===== src/rtl/dcache_pkg.sv =====
// dcache_pkg: fixed geometry, controller state type and address field helpers
// shared by data_cache_unit and its controller.
package dcache_pkg;
    localparam int ADDR_W     = 8;
    localparam int TAG_W      = 3;
    localparam int INDEX_W    = 3;
    localparam int OFFSET_W   = 2;
    localparam int BLOCK_W    = 32;
    localparam int LINES      = 8;
    localparam int MEM_ADDR_W = TAG_W + INDEX_W;

    typedef enum logic [1:0] {
        IDLE,
        WRITEBACK,
        FETCH,
        UPDATE
    } dcache_state_e;

    function automatic logic [TAG_W-1:0] addr_tag(input logic [ADDR_W-1:0] addr);
        return addr[ADDR_W-1 -: TAG_W];
    endfunction

    function automatic logic [INDEX_W-1:0] addr_index(input logic [ADDR_W-1:0] addr);
        return addr[OFFSET_W +: INDEX_W];
    endfunction

    function automatic logic [OFFSET_W-1:0] addr_offset(input logic [ADDR_W-1:0] addr);
        return addr[OFFSET_W-1:0];
    endfunction
endpackage


===== src/rtl/dcache_ctrl_fsm.sv =====
// dcache_ctrl_fsm: miss-handling controller for data_cache_unit. Sequences
// write-back of a dirty victim and the block fetch, with registered memory requests.
module dcache_ctrl_fsm
    import dcache_pkg::*;
(
    input  logic                  clk,
    input  logic                  reset,
    input  logic                  req,
    input  logic                  hit,
    input  logic                  victim_dirty,
    input  logic [TAG_W-1:0]      req_tag,
    input  logic [TAG_W-1:0]      victim_tag,
    input  logic [INDEX_W-1:0]    index,
    input  logic [BLOCK_W-1:0]    victim_data,
    input  logic [BLOCK_W-1:0]    mem_readdata,
    input  logic                  mem_busywait,
    output dcache_state_e         state,
    output logic                  mem_read,
    output logic                  mem_write,
    output logic [MEM_ADDR_W-1:0] mem_address,
    output logic [BLOCK_W-1:0]    mem_writedata,
    output logic [BLOCK_W-1:0]    fetch_block
);

    // Request outputs are loaded on entry to a state so they stay stable for its whole duration.
    always_ff @(posedge clk) begin
        if (reset) begin
            state         <= IDLE;
            mem_read      <= 1'b0;
            mem_write     <= 1'b0;
            mem_address   <= '0;
            mem_writedata <= '0;
            fetch_block   <= '0;
        end else begin
            case (state)
                IDLE: begin
                    if (req && !hit) begin
                        if (victim_dirty) begin
                            state         <= WRITEBACK;
                            mem_write     <= 1'b1;
                            mem_address   <= {victim_tag, index};
                            mem_writedata <= victim_data;
                        end else begin
                            state       <= FETCH;
                            mem_read    <= 1'b1;
                            mem_address <= {req_tag, index};
                        end
                    end
                end
                WRITEBACK: begin
                    if (!mem_busywait) begin
                        state         <= FETCH;
                        mem_write     <= 1'b0;
                        mem_writedata <= '0;
                        mem_read      <= 1'b1;
                        mem_address   <= {req_tag, index};
                    end
                end
                FETCH: begin
                    if (!mem_busywait) begin
                        state       <= UPDATE;
                        mem_read    <= 1'b0;
                        mem_address <= '0;
                        fetch_block <= mem_readdata;
                    end
                end
                UPDATE: state <= IDLE;
                default: state <= IDLE;
            endcase
        end
    end

endmodule


===== src/rtl/data_cache_unit.sv =====
// data_cache_unit: 8-line direct-mapped write-back data cache with 4-byte blocks.
// Optional hit/miss counters are enabled with the DCACHE_PERF_EN macro.
module data_cache_unit
    import dcache_pkg::*;
(
    input  logic                  CLK,
    input  logic                  RESET,
    input  logic                  READ,
    input  logic                  WRITE,
    input  logic [ADDR_W-1:0]     ADDRESS,
    input  logic [7:0]            WRITEDATA,
    output logic [7:0]            READDATA,
    output logic                  BUSYWAIT,
    output logic                  mem_read,
    output logic                  mem_write,
    output logic [MEM_ADDR_W-1:0] mem_address,
    output logic [BLOCK_W-1:0]    mem_writedata,
    input  logic [BLOCK_W-1:0]    mem_readdata,
    input  logic                  mem_busywait
`ifdef DCACHE_PERF_EN
    ,
    output logic [15:0]           hit_count,
    output logic [15:0]           miss_count
`endif
);

    logic [BLOCK_W-1:0]  data_arr [LINES];
    logic [TAG_W-1:0]    tag_arr  [LINES];
    logic [LINES-1:0]    valid_bits;
    logic [LINES-1:0]    dirty_bits;

    logic [TAG_W-1:0]    tag;
    logic [INDEX_W-1:0]  index;
    logic [OFFSET_W-1:0] offset;
    logic [BLOCK_W-1:0]  cur_line;
    logic [BLOCK_W-1:0]  fetch_block;
    logic                req;
    logic                hit;
    dcache_state_e       state;

    assign tag      = addr_tag(ADDRESS);
    assign index    = addr_index(ADDRESS);
    assign offset   = addr_offset(ADDRESS);
    assign cur_line = data_arr[index];
    assign req      = READ | WRITE;
    assign hit      = valid_bits[index] && (tag_arr[index] == tag);

    assign READDATA = cur_line[{offset, 3'b000} +: 8];
    assign BUSYWAIT = req && !(state == IDLE && hit);

    dcache_ctrl_fsm u_ctrl (
        .clk           (CLK),
        .reset         (RESET),
        .req           (req),
        .hit           (hit),
        .victim_dirty  (valid_bits[index] && dirty_bits[index]),
        .req_tag       (tag),
        .victim_tag    (tag_arr[index]),
        .index         (index),
        .victim_data   (cur_line),
        .mem_readdata  (mem_readdata),
        .mem_busywait  (mem_busywait),
        .state         (state),
        .mem_read      (mem_read),
        .mem_write     (mem_write),
        .mem_address   (mem_address),
        .mem_writedata (mem_writedata),
        .fetch_block   (fetch_block)
    );

    // A refill lands in UPDATE; a store writes only when it hits in IDLE, which
    // also covers the retried store of a write miss.
    always_ff @(posedge CLK) begin
        if (RESET) begin
            for (int i = 0; i < LINES; i++) begin
                data_arr[i] <= '0;
                tag_arr[i]  <= '0;
            end
            valid_bits <= '0;
            dirty_bits <= '0;
        end else if (state == UPDATE) begin
            data_arr[index]   <= fetch_block;
            tag_arr[index]    <= tag;
            valid_bits[index] <= 1'b1;
            dirty_bits[index] <= 1'b0;
        end else if (state == IDLE && WRITE && hit) begin
            data_arr[index][{offset, 3'b000} +: 8] <= WRITEDATA;
            dirty_bits[index] <= 1'b1;
        end
    end

`ifdef DCACHE_PERF_EN
    logic retry_q;

    // retry_q marks the IDLE cycle right after a refill so the replayed hit is not counted.
    always_ff @(posedge CLK) begin
        if (RESET) begin
            retry_q    <= 1'b0;
            hit_count  <= '0;
            miss_count <= '0;
        end else begin
            retry_q <= (state == UPDATE);
            if (state == IDLE && req) begin
                if (hit) begin
                    if (!retry_q && hit_count != 16'hFFFF) begin
                        hit_count <= hit_count + 16'd1;
                    end
                end else if (miss_count != 16'hFFFF) begin
                    miss_count <= miss_count + 16'd1;
                end
            end
        end
    end
`endif

endmodule


===== config.mk =====
export PLATFORM = sky130hd
export DESIGN_NAME = data_cache_unit
export DESIGN_NICKNAME = d
export VERILOG_FILES = /design/src/rtl/dcache_pkg.sv /design/src/rtl/dcache_ctrl_fsm.sv /design/src/rtl/data_cache_unit.sv
export SDC_FILE = /design/constraint.sdc
export NUM_CORES = 1
export LEC_CHECK = 0
export BUFFER_PORTS_ARGS = -buffer_cell sky130_fd_sc_hd__buf_2
export CELL_PAD_IN_SITES_DETAIL_PLACEMENT = 0
export CELL_PAD_IN_SITES_GLOBAL_PLACEMENT = 1
export CORE_AREA = 2 2 227 229
export CTS_BUF_LIST = sky130_fd_sc_hd__clkbuf_4 sky130_fd_sc_hd__clkbuf_8
export DETAILED_ROUTE_END_ITERATION = 8
export DIE_AREA = 0 0 229 231
export PLACE_DENSITY_LB_ADDON = 0.1
export SLEW_MARGIN = 0
export SYNTH_ARGS = -nofsm -noshare
export SYNTH_HDL_FRONTEND = slang
export SYNTH_SLANG_ARGS = --single-unit

===== constraint.sdc =====
create_clock -name CLK -period 4 [get_ports CLK]
set_input_delay 0.2 -clock CLK [delete_from_list [all_inputs] [get_ports CLK]]
set_output_delay 0.2 -clock CLK [all_outputs]
set_load 0.03 [all_outputs]

==> impl_metrics.tcl <==
set metrics [dict create \
    outcome "completed" \
    cpPeakStageDelay_ns 0.66 \
    dieArea_mm2 0.0529 \
    fmax_ghz 0.301 \
    first_pass_iters 7 \
    final-setup-viol-count 0 \
    clock_path_buffers 3 \
    placed_area_mm2 0.0195 \
    ioPinCount 102 \
    hpwl_um 42600 \
    start_util_pct 34.4 \
    report.final.hold_viol_count 0 \
    setup_ws_ns 0.683 \
    finalNetCount 1732 \
    cts_root_buf "clkbuf_8" \
    mostFrequentLayoutCells "280 x edfxtp_1, 256 x a211oi_1, 171 x nand2_1" \
    place.gp.congestion 0.802 \
    vdd_drop_max_uv 216 \
    startpoint_type "primary input" \
    viasPerCell 5.69 \
    async_flop_share_pct 0 \
    slowest_stage "mux4_2" \
    end_kind "primary output" \
    synth_fp_nets 1530 \
    post_cts_resized 0 \
    overflow 0 \
    ys.flop_type "edfxtp_1" \
    crit_arrival_ns 3.12 \
    coreArea_mm2 0.0507 \
    yosysSeqAreaShare_pct 58.6 \
    rsz0062_at_grt "no" \
    rr_worst_depth 7 \
    cp_cell_sequence "buf_2 -> buf_4 -> nor2_1 -> and2_1 -> a22oi_1 -> nand4_1 -> mux4_2 -> buf_2" \
    fin_area_mm2 0.0213 \
    port_buffers 101 \
    finalSetupTns_ns 0 \
    clock_latency_ns 0.67 \
    hold_path_class "in -> reg" \
    final_common_cell "edfxtp_1" \
    place_ws_ns 0.427 \
    rows 83 \
    crit_buf_inv 3 \
    cts_setup_buffers 0 \
    ys_types 57 \
    grt_pass1_wl_um 94000 \
    worstSetupPathType "in -> out" \
    critPathMaxFanout 15 \
    powerDensity_mw_per_mm2 484 \
    clkSlewWorstSetupHoldPaths_ns 0.06 \
    worst_ep_required_time_ns 3.80 \
    layout-drive-gt1-share_pct 25.0 \
    min_from "ADDRESS[5]" \
    holdPathEnd "u_ctrl.mem_address[3]$_SDFFE_PP0P_" \
    synth-edff-count 280 \
    worst_slew_margin_rel_pct 28.8 \
    critPathTopFamily "simple AND/OR/NAND/NOR gates" \
    cts-buffers-inserted 69 \
    routed_wl_um 64100 \
    slew_violations 0 \
    r2r-end "data_arr[1][23]$_SDFFCE_PN0P_" \
    htree_levels 3 \
    fin_util_pct 41.9 \
    ys_seq_elements 370 \
    period_share_pct 82.9 \
    min_period_ns 3.32 \
    cts_hold_buffers 33 \
    synthCells 1468 \
    yosys_warnings 0 \
    grt_usage_pct 24.3 \
    grt_max_degree 71 \
    ant_nets 0 \
    antenna_found_initial 2 \
    cts_tree "built" \
    cts.sink_count 370 \
    drc 0 \
    r2r_slack_ns 0.77 \
    power_leakage_nw 6.98 \
    finClkSkew_ns 0.0441 \
    synth_area_per_cell_um2 11.9 \
    avgRoutedWirePerCell_um 26.7 \
    tightest_slew_ns 1.07 \
    syn-cell-area_mm2 0.0174 \
    drtIter0Drc 1322 \
    die_y_um 231 \
    layout-area-overhead-vs-synth_pct 21.9 \
    grt_pass1_vias 13800 \
    die_x_um 229 \
    r2r_start "tag_arr[5][0]$_SDFFCE_PN0P_" \
    cap_viol_max_count 0 \
    hold_depth 5 \
    crit_top_cell "buf_2" \
    vias 13700 \
]
per-stage QoR:
stage               total power, mW  std cells  hold WS [ns]
floorplan                      5.73       1468         0.336
global placement               6.46       2246         0.440
detailed placement             6.47       2246         0.443
CTS                            10.4       2403        0.0626
global route                   10.7       2404         0.151
finish                         10.3       2405         0.105
flip-flops by register name, indices dropped and copies added (netlist names), named ones only:
name and count:
data_arr 256, u_ctrl.fetch_block 32, u_ctrl.mem_writedata 32, tag_arr 24, valid_bits 8, u_ctrl.mem_address 6, u_ctrl.state 2, u_ctrl.mem_read 1
u_ctrl.mem_write 1
worst max-delay path by stage:
stage                                          endpoint  slack, ns                        start  cells past startpoint
final                                       READDATA[1]       0.68                   ADDRESS[2]                      8
after global routing      data_arr[6][26]$_SDFFCE_PN0P_       0.54  tag_arr[5][2]$_SDFFCE_PN0P_                      8
after CTS                                   READDATA[2]       0.70                   ADDRESS[2]                      9
after detailed placement  data_arr[6][26]$_SDFFCE_PN0P_       0.43                   ADDRESS[2]                      9
after global placement    data_arr[6][31]$_SDFFCE_PN0P_       0.44                   ADDRESS[3]                      9
after floorplan           data_arr[2][10]$_SDFFCE_PN0P_       0.96                   ADDRESS[4]                     10
Yosys cell counts, drive strengths merged, types with 7 or more instances:
cell type / count / area share [%]
a211oi: 257 / 11
a21oi: 47 / 1.3
a22oi: 129 / 5.6
a31oi: 9 / 0.32
buf: 28 / 0.96
clkbuf: 116 / 2.5
dfxtp: 90 / 10
edfxtp: 280 / 48
ha: 9 / 0.65
inv: 9 / 0.19
mux2i: 52 / 3.1
mux4: 10 / 1.3
nand2: 171 / 3.7
nand3: 7 / 0.20
nand4: 64 / 2.3
nor2: 51 / 1.1
nor2b: 8 / 0.29
o21ai: 70 / 3.8
cell type report:
cell class,count,area [um^2]
flip-flops and latches,370,10200
fillers,4931,29400
well taps,680,851
multi-input cells,945,6680
repair buffers,275,2020
inverters,9,33.8
diodes,2,5.00
clock inverters,14,124
clock buffers,110,1330
report_power, final:
part           total, mW  internal, mW  leakage [nW]  switching [mW]
Combinational       1.91         0.601          2.58            1.31
Clock               3.88          2.23         0.776            1.65
Sequential          4.50          4.36          3.62           0.139
Total               10.3          7.19          6.98            3.10
logic make-up after synthesis:
logic type,after synthesis,share of synthesized area (%)
and+or+nand+nor,337,9.34
buffers and inverters,153,3.65
AOI/OAI and AO/OA,531,23.1
DFF,370,58.6
muxes,67,4.67
xor gates and xnor gates,1,0.0502
adders and majority gates,9,0.646
metal layers:
metal | up-vias | track usage (%) | wire length, um
li1 | 6271 | - | -
met1 | 6794 | 34.7 | 29700
met2 | 545 | 37.5 | 28700
met3 | 85 | 4.11 | 4430
met4 | 0 | 7.79 | 1300
met5 | - | 0 | 0
tightest hold or removal path: stages:
cell     delay (ns)
buf_2          0.13
nand2_1        0.06
a21oi_1        0.03
o21ai_0        0.18
mux2i_1        0.09
No activity file was read; power rests on OpenSTA's default activity.
